$ cat config.mk
export PLATFORM = sky130hd
export DESIGN_NAME = key_search_ctrl
export DESIGN_NICKNAME = d
export VERILOG_FILES = /design/src/rtl/rc4_pkg.sv /design/src/rtl/msg_char_check.sv /design/src/rtl/key_search_ctrl.sv
export SDC_FILE = /design/constraint.sdc
export NUM_CORES = 1
export LEC_CHECK = 0
export BUFFER_PORTS_ARGS = -buffer_cell sky130_fd_sc_hd__buf_4
export CORE_AREA = 2 2 115 72
export DETAILED_ROUTE_END_ITERATION = 12
export DIE_AREA = 0 0 117 74
export RECOVER_POWER = 25
export SYNTH_ARGS = -nofsm -noshare
export SYNTH_HDL_FRONTEND = slang
export SYNTH_SLANG_ARGS = --single-unit
$ cat constraint.sdc
create_clock -name clk -period 3.6 [get_ports clk]
set_input_delay 0.9 -clock clk [delete_from_list [all_inputs] [get_ports clk]]
set_output_delay 0.9 -clock clk [all_outputs]
set_load 0.03 [all_outputs]
$ cat src/rtl/rc4_pkg.sv
// rc4_pkg: shared types and constants for the RC4 key-search slice.
package rc4_pkg;
  localparam int DEF_KEY_WIDTH = 24;
  localparam int DEF_MSG_LEN = 32;
  localparam logic [7:0] CHAR_SPACE = 8'd32;
  localparam logic [7:0] CHAR_A_LO = 8'd97;
  localparam logic [7:0] CHAR_Z_LO = 8'd122;
  typedef enum logic [3:0] {
    IDLE, LAUNCH, WAIT_CORE, READ_REQ, READ_WAIT, CHECK, NEXT_KEY, FOUND, NOT_FOUND
  } ks_state_t;
endpackage

$ cat src/rtl/msg_char_check.sv
// msg_char_check: flags a decrypted byte as lowercase letter or space.
module msg_char_check import rc4_pkg::*; (
  input  logic [7:0] ch,
  output logic       legal
);
  assign legal = (ch == CHAR_SPACE) | (ch >= CHAR_A_LO & ch <= CHAR_Z_LO);
endmodule

$ cat src/rtl/key_search_ctrl.sv
// key_search_ctrl: brute-force key sweep that launches the RC4 pipeline and scans its output.
module key_search_ctrl import rc4_pkg::*; #(
  parameter int                   KEY_WIDTH = DEF_KEY_WIDTH,
  parameter logic [KEY_WIDTH-1:0] KEY_MAX   = KEY_WIDTH'(24'h3FFFFF),
  parameter int                   MSG_LEN   = DEF_MSG_LEN,
  parameter int                   ADDR_W    = $clog2(MSG_LEN)
) (
  input  logic                 clk,
  input  logic                 reset,
  input  logic                 start,
  input  logic                 core_done,
  input  logic [7:0]           d_q,
  output logic                 core_start,
  output logic [KEY_WIDTH-1:0] secret_key,
  output logic [ADDR_W-1:0]    d_address,
  output logic                 d_rden,
  output logic                 busy,
  output logic                 found,
  output logic                 not_found
);
  ks_state_t state;
  logic      legal;
  msg_char_check u_check (.ch(d_q), .legal(legal));
  // Outputs are set on the transition into the state that owns them, so they are glitch-free registers.
  always_ff @(posedge clk or negedge reset)
    if (!reset) begin
      state      <= IDLE;
      secret_key <= '0;
      d_address  <= '0;
      core_start <= 1'b0;
      d_rden     <= 1'b0;
      busy       <= 1'b0;
      found      <= 1'b0;
      not_found  <= 1'b0;
    end else begin
      core_start <= 1'b0;
      d_rden     <= 1'b0;
      case (state)
        IDLE: if (start) begin
          state      <= LAUNCH;
          secret_key <= '0;
          core_start <= 1'b1;
          busy       <= 1'b1;
        end
        LAUNCH: state <= WAIT_CORE;
        WAIT_CORE: if (core_done) begin
          state     <= READ_REQ;
          d_address <= '0;
          d_rden    <= 1'b1;
        end
        READ_REQ: begin
          state  <= READ_WAIT;
          d_rden <= 1'b1;
        end
        READ_WAIT: state <= CHECK;
        CHECK:
          if (!legal) state <= NEXT_KEY;
          else if (d_address == ADDR_W'(MSG_LEN - 1)) begin
            state <= FOUND;
            found <= 1'b1;
            busy  <= 1'b0;
          end else begin
            state     <= READ_REQ;
            d_address <= d_address + ADDR_W'(1);
            d_rden    <= 1'b1;
          end
        NEXT_KEY:
          if (secret_key == KEY_MAX) begin
            state     <= NOT_FOUND;
            not_found <= 1'b1;
            busy      <= 1'b0;
          end else begin
            state      <= LAUNCH;
            secret_key <= secret_key + KEY_WIDTH'(1);
            core_start <= 1'b1;
          end
        FOUND, NOT_FOUND: state <= state;
        default: state <= IDLE;
      endcase
    end
endmodule

; ---- Yosys cells after proc, flatten, opt, wreduce, memory -nomap -nowiden
; Index checks and enable logic that the tools add are counted.
[word_totals]
reg_bits = 38
elab_cells = 69
out_inout_bits = 34
inputBits = 12
[op_classes]
reduce_logical = 11
muxes = 25
eq_ne = 18
n_bitwise = 3
order_cmp = 2
add_sub_neg = 2
[op_table]
columns = op, count
row1 = $mux 24, 2
row2 = $pmux 24 s2, 1
row3 = $pmux 4 s8, 1
row4 = $add 24x1->24 const B, 1
row5 = $eq 24x22->1 const B, 1
row6 = $eq 4x3->1 const B, 4
row7 = $mux 5, 3
row8 = $ne 2x2->1 const B, 7
row9 = $mux 4, 3
row10 = $pmux 5 s2, 1
row11 = $mux 1, 9
row12 = $reduce_and 3->1, 3
row13 = $eq 4x2->1 const B, 2
row14 = $eq 8x6->1 const B, 1
row15 = $ge 8x7->1 const B, 1
row16 = $le 8x7->1 const B, 1
row17 = $mux 3, 2
row18 = $pmux 1 s3, 2
row19 = $add 5x1->5 const B, 1
row20 = $eq 5x5->1 const B, 1
row21 = $reduce_and 5->1, 1
row22 = $eq 4x1->1 const B, 1
row23 = $eq 4x4->1 const B, 1
row24 = $logic_not 4->1, 1
row25 = other kinds (9), 10

; ---- Logic depth before layout (Yosys ltp)
; Gate-level depths: netlist (run 1).
[logic_depth]
ltp_word = 5
depth_mapped = 8

; ---- Modules after synthesis
; Synthesis (run 1) repeated with hierarchy kept, for this count alone.
[hier_totals]
hier_cells = 225
area_unflattened_um2 = 2080.7
[modules_own_cells]
columns = module, n_inst, area_each_um2, cells_per_inst, seq_area_each_um2
row1 = key_search_ctrl, 1, 2023.2, 216, 950.9
row2 = msg_char_check, 1, 57.6, 9, 0.0

; ---- Worst setup path before layout (run 1)
; No wires, ideal clock.
[synth_timing]
path_type = input to register
startpoint = input port d_q[4]
endpoint = register d_address[3]
required_time_ns = 3.475
t_arrival_ns = 2.060
path_buffers = 0
cell_stages = 5
path_slack_ns = 1.415
cell_sequence = and4_1 a211o_1 o21ai_1 nand3_1 mux2_2
[synth_via]
elab_chain_cells = 5
elab_cells_between_ends = 7
cone_classes = 2 x order compare / 2 x eq/ne / 2 x bitwise / 1 x reduce/logical
[synth_rtl]
columns = item, line
row1 = from (decl), key_search_ctrl.sv:12  ; input logic [7:0] d_q,
row2 = $ge 8x7->1 / $le 8x7->1 (equally long branches), msg_char_check.sv:6  ; assign legal = (ch == CHAR_SPACE) | (ch >= CHAR_A_LO & ch <= CHAR_Z_LO);
row3 = $and 1x1->1, msg_char_check.sv:6
row4 = $or 1x1->1 (*), msg_char_check.sv:6
row5 = $ne 2x2->1 (no line) (*), n/a
row6 = $reduce_and 4->1 (no line) (*), n/a
row7 = to (signal assigned), key_search_ctrl.sv:64  ; d_address <= d_address + ADDR_W'(1);
row8 = to (decl), key_search_ctrl.sv:15  ; output logic [ADDR_W-1:0] d_address,
; Mark *: on every way between the ends. The rest lies on a longest branch, timed or not.
; A chain may end at the register's enable or synchronous reset.

; ---- Worst setup path in the final report (run 1)
[layout_timing]
startpoint = register state[2]
endpoint = register secret_key[15]
[layout_via]
elab_chain_cells = 3
elab_cells_between_ends = 7
cone_classes = 3 x eq/ne / 1 x mux / 3 x reduce/logical
[layout_rtl]
columns = item, line
row1 = from (decl), key_search_ctrl.sv:21  ; ks_state_t state;
row2 = from (signal assigned), key_search_ctrl.sv:77  ; FOUND, NOT_FOUND: state <= state;
row3 = $eq 4x3->1 / $logic_not 4->1 (equally long branches), key_search_ctrl.sv:38  ; case (state)
row4 = $ne 2x2->1 (no line) / $reduce_bool 2->1 (equally long branches), n/a
row5 = $reduce_and 3->1 (no line), n/a
row6 = to (signal assigned), key_search_ctrl.sv:74  ; secret_key <= secret_key + KEY_WIDTH'(1);
row7 = to (decl), key_search_ctrl.sv:14  ; output logic [KEY_WIDTH-1:0] secret_key,
; Parallel ways exist; a longest one is shown, timed or not.

==> results.md, run 1 <==
| Item | Reported | Unit |
| --- | --- | --- |
| Outcome | finished, violations left | - |
| Failing checks | capacitance limit, slew limit | - |
| Routed Antenna Nets | 0 | - |
| RSZ-0062 raised after global routing | false | - |
| Sequential element share of the synthesized area | 42.4 | % |
| Total negative setup slack | 0 | ns |
| Dominant combinational cell family by area after synthesis | simple AND/OR/NAND/NOR gates | - |
| Vias in the first global route | 1,768 | - |
| Total global routing overflow | 0 | - |
| Count of clock tree sinks | 38 | - |
| Chip width | 117 | um |
| Share of the synthesized area in compound gates (AO/OA/AOI/OAI) | 16.9 | % |
| Type of the setup path with the least slack | register to register | - |
| Core area | 0.00766 | mm2 |
| Crit Path Max Fanout | 23 | - |
| Net count reported at finish | 296 | - |
| Syn Nets | 255 | - |
| Detailed-placement wirelength estimate | 4.01 | mm |
| Max frequency | 394 | MHz |
| Largest net degree at the start of global routing | 39 | - |
| Ys async rst share | 100 | % |
| Multi-input combinational cell area | 0.00118 | mm2 |
| Final worst hold slack | 0.461 | ns |
| Most used DFF post-synth | dfrtp_1 | - |
| Total I/O pin count | 46 | - |
| Number of enable-type register cells in the synthesized netlist | 0 | - |
| Full die area | 0.00866 | mm2 |
| Number of buffers on the longest clock path | 2 | - |
| Worst-margin pin slew | 2.02 | ns |
| Critical Path End Type | register | - |
| Routed wire length | 5.47 | mm |
| Post-layout min period | 2.54 | ns |
| Pre-antenna DRT Iters | 4 | - |
| Number of placement rows | 25 | - |
| Worst Clk Skew | 0.00335 | ns |
| Type of the most critical hold path | register to register | - |
| Clock tree from TritonCTS | yes | - |
| Post-synthesis share of cell area spent on and, or, nand and nor gates | 27.8 | % |
| Synthesized area divided by synthesized cell count | 9.35 | um2 |
| RD Place Congestion | 0.844 | - |
| Leakage power | 1.28 | nW |
| Netlist cell types | 59 | - |
| Top cells by area, synth | dfrtp_1 (42%), nor2_1 (5.0%), xor2_1 (3.9%), nand3_1 (3.1%), nand2_1 (2.5%) | - |
| Area of the mapped netlist | 0.00224 | mm2 |
| Initial antenna violation count | 0 | - |
| Rel. slew slack | -34.8 | % |
| Vertical die dimension | 74 | um |
| Per-cell routed wire length | 14.1 | um |
| Biggest area consumer among synthesized cells | dfrtp_1 | - |
| Maxcap violations | 1 | - |
| Number of CTS-inserted buffers | 5 | - |
| Count of endpoints failing setup in the final report | 0 | - |
| Hold_buf cts | 0 | - |
| Count of synthesis-stage warnings from yosys | 0 | - |
| Reg area | 951 | um2 |
| H-tree depth | 2 | - |
| Number of endpoints with negative hold slack in the final report | 0 | - |
| Proportion of layout cells with a drive suffix above 1 | 24.3 | % |
| Antenna diode instance count | 0 | - |
| Adder-cell share of the synthesized area | 1.67 | % |
| Synthesis-to-finish area growth | 24.3 | % |
| Parity-gate share of the synthesized area counting xor and xnor cells | 5.47 | % |
| All-layer global routing usage | 13.3 | % |
| Via count of the routed design | 1,968 | - |
| Data required time of the worst path | 3.76 | ns |
| Power per cell area | 546 | mW/mm2 |
| Proportion of netlist area held by the largest area contributor | 42.4 | % |
| Setup Fix Bufs, Post-CTS | 0 | - |
| Crit share post-route | 70.5 | % |
| Clock latency of the later-clocked register in the worst-skew pair | 0.28 | ns |
| Cell count after synthesis | 240 | - |
| # port buffers | 45 | - |
| Multiplexer share of the synthesized area | 0.948 | % |
| DR DRC count | 0 | - |
| Number of fill cells in the layout | 773 | - |
| Count of instances resized after the clock tree is built | 0 | - |
| First-pass GRT wire length | 8.93 | mm |
| Starting density of the core | 29.3 | % |
| Maximum ir drop on the vdd rail | 0.199 | mV |
| DRT iter0 DRCs | 143 | - |
| Number of synthesized register bits | 38 | - |
| Final Max Slew Viols | 39 | - |
| Master cell of the clock root buffer | clkbuf_16 | - |
| CTS clock-pin slew for the worst setup and hold paths | 0.05 | ns |
| Via density per instance | 5.07 | - |
| Critical path startpoint category | register | - |
| WP data arrival | 2.70 | ns |
[routing by layer]
| metal | wire length (um) | GRT usage [%] | vias to the layer above |
|---|---|---|---|
| met5 | 0 | 0 | - |
| met4 | 74 | 4.18 | 0 |
| met3 | 264 | 2.53 | 7 |
| met2 | 2230 | 17.1 | 44 |
| met1 | 2900 | 21.7 | 955 |
| li1 | - | - | 962 |
[through the flow]
stage,cell area (um2),power [mW],utilization [%],std cells,setup WS (ns)
after floorplan,2240,0.947,-,240,1.42
after global placement,2650,1.11,34.6,382,0.975
after detailed placement,2650,1.11,34.6,382,0.949
after CTS,2790,1.54,36.4,388,1.05
after global routing,2790,1.62,36.4,388,0.737
final,2790,1.52,36.4,388,1.06
[logic make-up (layout without fill, tap and decap cells)]
kind of cell    Yosys count  count (layout)
mux                       2               2
flops                    38              38
fa+ha+maj                 3               3
compound gates           51              51
xor+xnor                 14              14
simple gates            109             109
buf+inv                  23              63
[cell usage after synthesis, types with 2 or more instances]
cell type   n
a21o_1      3
a21oi_1     7
a31oi_1     2
a41oi_1     2
and3_1      5
buf_1       2
buf_2       2
buf_6       2
clkbuf_1    4
dfrtp_1    38
ha_1        3
inv_1      12
nand2_1    15
nand3_1    14
nand4_1     9
nand4bb_1   2
nor2_1     30
nor2b_1     2
nor3_1      7
nor3b_1     2
nor4bb_1    2
o2111ai_1   3
o211ai_1    3
o211ai_2    3
o21ai_0     7
o21ai_1     4
o21ai_2     2
o31ai_1     2
or3_1       4
or4_1       6
xnor2_1     4
xor2_1     10
[layout make-up]
type	instances	share of cell area, %
Inverter	12	1.62
Sequential cell	38	34.1
Tap cell	108	4.85
Clock buffer	6	4.98
Multi-Input combinational cell	179	42.5
Timing Repair Buffer	45	12.0
[placed cells by master (no fill, tap or decap), drive strengths merged, types with 4 or more instances in the layout]
| cell type | synthesis | routed |
|---|---|---|
| inv | 12 | 12 |
| and3 | 5 | 5 |
| a21oi | 8 | 8 |
| clkbuf | 5 | 7 |
| o211ai | 6 | 6 |
| nand3 | 14 | 14 |
| nand2 | 15 | 15 |
| buf | 6 | 44 |
| o21ai | 13 | 13 |
| xor2 | 10 | 10 |
| nor3 | 8 | 8 |
| dfrtp | 38 | 38 |
| xnor2 | 4 | 4 |
| nand4 | 11 | 11 |
| or3 | 4 | 4 |
| nor2 | 30 | 30 |
| or4 | 7 | 7 |
[critical path, stage by stage (launching register included)]
cell     delay (ns)
dfrtp_1        0.52
nor2_1         0.30
and3_1         0.77
nor3_1         0.12
or4_1          0.57
mux2i_1        0.13
[final timing paths]
kind,start,end,slack [ns],depth (start not counted)
setup reg to reg,state[2]$_DFFE_PN0P_,secret_key[15]$_DFFE_PN0P_,1.06,5
max in group asynchronous,reset,secret_key[16]$_DFFE_PN0P_,1.24,1
hold / removal,found$_DFFE_PN0P_,found$_DFFE_PN0P_,0.46,1
min in group asynchronous,reset,d_address[0]$_DFFE_PN0P_,1.20,1
hold reg to reg,found$_DFFE_PN0P_,found$_DFFE_PN0P_,0.46,1
setup / recovery,state[2]$_DFFE_PN0P_,secret_key[15]$_DFFE_PN0P_,1.06,5
[power by group]
| group | total (mW) | internal (mW) | switching, mW |
|---|---|---|---|
| combinational | 0.490 | 0.183 | 0.307 |
| sequential | 0.615 | 0.493 | 0.123 |
| clock | 0.419 | 0.267 | 0.151 |
| total | 1.52 | 0.943 | 0.581 |
[sequential cells by signal, indices dropped and copies added (netlist names)]
name,flops
busy,1
core_start,1
d_address,5
d_rden,1
found,1
not_found,1
secret_key,24
state,4
(Power assumes the default switching activity.)
==> run 2, diff against run 1 <==
==> constraint.sdc (replaced) <==
create_clock -name clk -period 2.2 [get_ports clk]
set_input_delay 0.55 -clock clk [delete_from_list [all_inputs] [get_ports clk]]
set_output_delay 0.55 -clock clk [all_outputs]
set_load 0.03 [all_outputs]
==> results.md, run 2 (synthesized netlist as in run 1, its figures left out) <==
| Item | Reported | Unit | Change |
| --- | --- | --- | --- |
| Antenna diode instance count | 0 | - | unchanged |
| DRT iter0 DRCs | 128 | - | -10% |
| Endpoint of the lowest-slack register-to-register path | secret_key[2]$_DFFE_PN0P_ | - |  |
| Biggest registers after layout | secret_key (24), d_address (5), state (4) | - |  |
| All-layer global routing usage | 14.1 | % | +0.79 points |
| Final cell count without fillers | 412 | - | +6.2% |
| H-tree depth | 2 | - | unchanged |
| Routed Antenna Nets | 0 | - | unchanged |
| Number of fill cells in the layout | 786 | - | +1.7% |
| Net count reported at finish | 318 | - | +7.4% |
| Worst-margin pin slew | 0.984 | ns | -1.04 ns |
| Full die area | 0.00866 | mm2 | unchanged |
| Multi-input combinational cell area | 0.00119 | mm2 | +0.42% |
| Max frequency | 491 | MHz | +25% |
| Initial antenna violation count | 0 | - | unchanged |
| Final Max Slew Viols | 0 | - | -100% |
| Crit path from | secret_key[23]$_DFFE_PN0P_ | - |  |
| Master cell of the clock root buffer | clkbuf_16 | - |  |
| Detailed-placement wirelength estimate | 4.42 | mm | +10% |
| Critical path startpoint category | register | - |  |
| Vertical die dimension | 74 | um | unchanged |
| RD Place Congestion | 0.782 | - | -7.3% |
| CTS clock-pin slew for the worst setup and hold paths | 0.06 | ns | about the same |
| Total I/O pin count | 46 | - | unchanged |
| Outcome | finished clean | - |  |
| Via density per instance | 4.96 | - | -2.2% |
| Chip width | 117 | um | unchanged |
| Per-cell routed wire length | 14.1 | um | +0.34% |
| Post-layout min period | 2.04 | ns | -0.504 ns |
| Type of the setup path with the least slack | register to register | - |  |
| Core area | 0.00766 | mm2 | unchanged |
| Synthesis-to-finish area growth | 32.3 | % |  |
| Clock tree from TritonCTS | yes | - |  |
| Largest net degree at the start of global routing | 39 | - | unchanged |
| Hold_buf cts | 0 | - | unchanged |
| Setup Fix Bufs, Post-CTS | 0 | - | unchanged |
| Top reg by flops | secret_key | - |  |
| Total global routing overflow | 0 | - | unchanged |
| Proportion of layout cells with a drive suffix above 1 | 30.9 | % | +6.6 points |
| Cell area after layout | 0.00297 | mm2 | +6.5% |
| WP data arrival | 2.21 | ns | -0.49 ns |
| Crit Path Max Fanout | 18 | - | -22% |
| Rel. slew slack | 34.4 | % | +69 points |
| Routed wire length | 5.82 | mm | +6.6% |
| Count of endpoints failing setup in the final report | 0 | - | unchanged |
| Final worst hold slack | 0.428 | ns | -0.0326 ns |
| Pre-antenna DRT Iters | 4 | - | unchanged |
| Count of instances resized after the clock tree is built | 0 | - | unchanged |
| Overall power consumption | 2.69 | mW | +77% |
| Type of the most critical hold path | input port to async pin | - |  |
| Data required time of the worst path | 2.37 | ns | -1.39 ns |
| Clock latency of the later-clocked register in the worst-skew pair | 0.27 | ns | about the same |
| Area after detailed placement | 0.00282 | mm2 | +6.2% |
| Worst R2R Setup Slack | 0.16 | ns | -0.90 ns |
| RSZ-0062 raised after global routing | false | - |  |
| Count of clock tree sinks | 38 | - | unchanged |
| Reg area | 951 | um2 | unchanged |
| CP endpoint | secret_key[2]$_DFFE_PN0P_ | - |  |
| First-pass GRT wire length | 9.47 | mm | +6.0% |
| Power per cell area | 907 | mW/mm2 | +66% |
| # port buffers | 45 | - | unchanged |
| Via count of the routed design | 2,043 | - | +3.8% |
| Maximum ir drop on the vdd rail | 0.312 | mV | +56% |
| Number of CTS-inserted buffers | 5 | - | unchanged |
| Total negative setup slack | 0 | ns | unchanged |
| Number of placement rows | 25 | - | unchanged |
| Number of buffers on the longest clock path | 2 | - | unchanged |
| Flip-flop count of the largest register after layout | 24 | - | unchanged |
| Crit share post-route | 92.5 | % | +22 points |
| Critical Path End Type | register | - |  |
| Worst r2r path cells | 6 | - | +1 |
| Vias in the first global route | 1,870 | - | +5.8% |
| Most common cell after layout, fill and taps aside | buf_4 | - |  |
| Origin of the critical flop-to-flop path | secret_key[23]$_DFFE_PN0P_ | - |  |
| Worst Clk Skew | 0.00287 | ns | -0.000479 ns |
| DR DRC count | 0 | - | unchanged |
| Inst Count DP | 404 | - | +5.8% |
| Maxcap violations | 0 | - | -1 |
| Starting density of the core | 29.3 | % | unchanged |
| Commonest cells after routing, fill and taps aside | buf_4 (66), dfrtp_1 (38), nor2_1 (29) | - |  |
| Number of endpoints with negative hold slack in the final report | 0 | - | unchanged |
| Leakage power | 1.40 | nW | +9.0% |
## run 2: metal layers
metal  up-vias  track usage (%)  wire length, um
li1       1010                -                -
met1       995             23.0             3110
met2        36             18.6             2370
met3         2             3.34              309
met4         0             2.35               32
met5         -                0                0
## run 2: worst min-delay path by stage
stage and to:
2_1_floorplan busy$_DFFE_PN0P_, 3_3_place_gp not_found$_DFFE_PN0P_, 3_5_place_dp not_found$_DFFE_PN0P_, 4_1_cts d_address[0]$_DFFE_PN0P_
5_1_grt not_found$_DFFE_PN0P_, 6_report found$_DFFE_PN0P_
## run 2: worst max-delay path, stage by stage (launching register included)
cell and delay [ns]:
dfrtp_1 0.42, nand4bb_1 0.24, or4_4 0.64, o21ai_2 0.24
buf_4 0.20, o211ai_1 0.09, o31ai_1 0.10
## run 2: through the flow
| stage | worst slack (ns) | util [%] |
|---|---|---|
| after detailed placement | 0.116 | 36.8 |
| after floorplan | 0.0184 | - |
| after global routing | 0.0470 | 38.7 |
| final | 0.165 | 38.7 |
| after CTS | 0.0988 | 38.7 |
| after global placement | 0.200 | 36.8 |
## run 2: cell type report
type	count	area share, %
flip-flops and latches	38	32.0
well taps	108	4.55
repair buffers	67	16.9
clock buffers	7	4.80
inverters	12	1.52
multi-input cells	179	40.1
clock inverters	1	0.169
## run 2: where the power goes
group          switching (mW)  total (mW)  internal, mW  leakage [nW]
logic                   0.610        1.03         0.423         0.805
registers               0.133       0.940         0.807         0.518
clock network           0.271       0.721         0.449        0.0739
==> run 3, diff against run 2 <==
==> constraint.sdc (replaced) <==
create_clock -name clk -period 2 [get_ports clk]
set_input_delay 0.5 -clock clk [delete_from_list [all_inputs] [get_ports clk]]
set_output_delay 0.5 -clock clk [all_outputs]
set_load 0.03 [all_outputs]
==> results.md, run 3 (synthesized netlist as in run 1, its figures left out) <==
| Item | Reported | Unit | Change |
| --- | --- | --- | --- |
| Part of the power in registers | 33.2 | % | -1.7 points |
| Worst Setup Slack, final | 0.0610 | ns | -0.104 ns |
| Ordered list of cells on the worst path | ha_2 > and3_1 > ha_1 > inv_1 > a41oi_2 > nor2_2 > buf_4 > nand4_1 > a21oi_2 | - |  |
| Area after detailed placement | 0.00301 | mm2 | +6.8% |
| Type of the setup path with the least slack | register to register | - |  |
| Inst Count DP | 426 | - | +5.4% |
| Per-cell routed wire length | 14.0 | um | -0.72% |
| Type of the most critical hold path | input port to async pin | - |  |
| Routed Antenna Nets | 0 | - | unchanged |
| Count of endpoints failing setup in the final report | 0 | - | unchanged |
| Critical path startpoint category | register | - |  |
| Core area | 0.00766 | mm2 | unchanged |
| Crit Path Max Fanout | 4 | - | -14 |
| Commonest cells after routing, fill and taps aside | buf_4 (93), nor2_1 (29), dfrtp_1 (27) | - |  |
| Outcome | finished clean | - |  |
| Via density per instance | 4.88 | - | -1.6% |
| Flip-flop count of the largest register after layout | 24 | - | unchanged |
| Detailed-placement wirelength estimate | 4.54 | mm | +2.7% |
| Crit share post-route | 96.9 | % | +4.4 points |
| Rel. slew slack | 35.1 | % | +0.65 points |
| Worst Clk Skew | 0.00587 | ns | +0.00300 ns |
| Max frequency | 516 | MHz | +5.0% |
| Chip width | 117 | um | unchanged |
| Count of clock tree sinks | 38 | - | unchanged |
| WP data arrival | 2.14 | ns | -0.07 ns |
| Switching part of the total power | 37.5 | % | -0.18 points |
| Final Max Slew Viols | 0 | - | unchanged |
| Leakage power | 1.52 | nW | +9.0% |
| Endpoint of the lowest-slack register-to-register path | d_address[2]$_DFFE_PN0P_ | - |  |
| Critical Path End Type | register | - |  |
| Synthesis-to-finish area growth | 43.7 | % |  |
| Pre-antenna DRT Iters | 4 | - | unchanged |
| Initial antenna violation count | 0 | - | unchanged |
| Worst-margin pin slew | 0.974 | ns | -0.00974 ns |
| Worst r2r path cells | 9 | - | +3 |
| Antenna diode instance count | 0 | - | unchanged |
| DRT iter0 DRCs | 112 | - | -13% |
| RD Place Congestion | 0.827 | - | +5.8% |
| Proportion of layout cells with a drive suffix above 1 | 41.3 | % | +10 points |
| Count of cell instances traversed by the critical path | 9 | - | +3 |
| H-tree depth | 2 | - | unchanged |
| Most common cell after layout, fill and taps aside | buf_4 | - |  |
| NetSw | 1.15 | mW | +14% |
| Slowest cell on crit path | dfrtp_2 | - |  |
| Post-layout min period | 1.94 | ns | -0.0964 ns |
| Total I/O pin count | 46 | - | unchanged |
| Number of placement rows | 25 | - | unchanged |
| Number of endpoints with negative hold slack in the final report | 0 | - | unchanged |
| First-pass GRT wire length | 9.58 | mm | +1.2% |
| Routed wire length | 6.17 | mm | +6.0% |
| Vertical die dimension | 74 | um | unchanged |
| Clock group share of total power | 25.8 | % | -1.0 points |
| Int Power | 1.92 | mW | +15% |
| Delay of the slowest cell on the worst path | 0.42 | ns | -0.22 ns |
| # port buffers | 45 | - | unchanged |
| Net count reported at finish | 346 | - | +8.8% |
| Starting density of the core | 29.3 | % | unchanged |
| Final cell count without fillers | 440 | - | +6.8% |
| Largest net degree at the start of global routing | 39 | - | unchanged |
| Worst R2R Setup Slack | 0.06 | ns | -0.10 ns |
| Power per cell area | 954 | mW/mm2 | +5.2% |
| Biggest registers after layout | secret_key (24), d_address (5), state (4) | - |  |
| Top delay family on crit path | simple AND/OR/NAND/NOR gates | - |  |
| Number of CTS-inserted buffers | 5 | - | unchanged |
| Number of buffers on the longest clock path | 2 | - | unchanged |
| Maximum ir drop on the vdd rail | 0.378 | mV | +21% |
| CTS clock-pin slew for the worst setup and hold paths | 0.05 | ns | about the same |
| Overall power consumption | 3.07 | mW | +14% |
| DR DRC count | 0 | - | unchanged |
| Origin of the critical flop-to-flop path | d_address[1]$_DFFE_PN0P_ | - |  |
| Via count of the routed design | 2,148 | - | +5.1% |
| Relative contribution of combinational cells to total power | 41.0 | % | +2.6 points |
| Full die area | 0.00866 | mm2 | unchanged |
| Master cell of the clock root buffer | clkbuf_16 | - |  |
| Maxcap violations | 0 | - | unchanged |
| Top reg by flops | secret_key | - |  |
| Crit path buffers/inverters | 2 | - | +1 |
| Clock latency of the later-clocked register in the worst-skew pair | 0.28 | ns | about the same |
| Data required time of the worst path | 2.20 | ns | -0.17 ns |
| Clock tree from TritonCTS | yes | - |  |
| End-of-flow core utilization | 42.1 | % | +3.3 points |
| All-layer global routing usage | 14.3 | % | +0.29 points |
| Cell area after layout | 0.00322 | mm2 | +8.6% |
| Total global routing overflow | 0 | - | unchanged |
| Vias in the first global route | 1,921 | - | +2.7% |
| Worst-case setup slack after placement | 0.0106 | ns | -0.106 ns |
==> run 3: per-layer routing <==
layer / up-vias / wire (um) / share of wire, % / track usage, %
li1: 1073 / - / - / -
met2: 42 / 2540 / 41 / 19.4
met5: - / 0 / 0 / 0
met1: 1031 / 3260 / 53 / 22.8
met3: 2 / 349 / 5.7 / 3.50
met4: 0 / 25 / 0.40 / 3.14
==> run 3: through the flow <==
step,TNS [ns],hold WS [ns]
after floorplan,0,0.204
after global placement,0,0.443
after detailed placement,0,0.453
after CTS,0,0.209
after global routing,-0.0583,0.461
final,0,0.374
==> run 3: power groups by stage <==
stage	clock network (mW)	registers (mW)	logic, mW
finish	0.794	1.02	1.26
global route	0.866	1.04	1.37
CTS	0.815	1.02	1.24
detailed placement	0	1.03	1.23
global placement	0	1.03	1.21
floorplan	0	1.18	0.541
==> run 3: timing repair <==
| item | CTS | global route |
|---|---|---|
| endpoints found under the hold margin | 0 | 0 |
| gates resized for setup | 0 | 4 |
| setup buffers | 0 | 5 |
| setup endpoints to repair | 0 | 14 |
| hold buffers | 0 | 0 |
==> run 3: worst max-delay path by stage <==
stage                                      end                       from  slack (ns)
CTS                  secret_key[3]$_DFFE_PN0P_       state[3]$_DFFE_PN0P_       0.007
finish                d_address[2]$_DFFE_PN0P_   d_address[1]$_DFFE_PN0P_        0.06
detailed placement    d_address[3]$_DFFE_PN0P_                     d_q[4]        0.01
global route          d_address[2]$_DFFE_PN0P_   d_address[1]$_DFFE_PN0P_       -0.05
global placement     secret_key[3]$_DFFE_PN0P_       state[3]$_DFFE_PN0P_        0.06
floorplan           secret_key[23]$_DFFE_PN0P_  secret_key[2]$_DFFE_PN0P_      0.0008
==> run 3: cell type report <==
class / count / area [um2]
flip-flops and latches: 38 / 965
well taps: 108 / 135
clock inverters: 2 / 12.5
clock buffers: 6 / 139
inverters: 12 / 45.0
repair buffers: 94 / 703
multi-input cells: 180 / 1220
fillers: 749 / 4440
==> run 3: worst reg2reg max path: stages, from the launching register on <==
cell,delay (ns)
dfrtp_2,0.42
ha_2,0.19
and3_1,0.19
ha_1,0.20
inv_1,0.10
a41oi_2,0.13
nor2_2,0.18
buf_4,0.15
nand4_1,0.12
a21oi_2,0.17
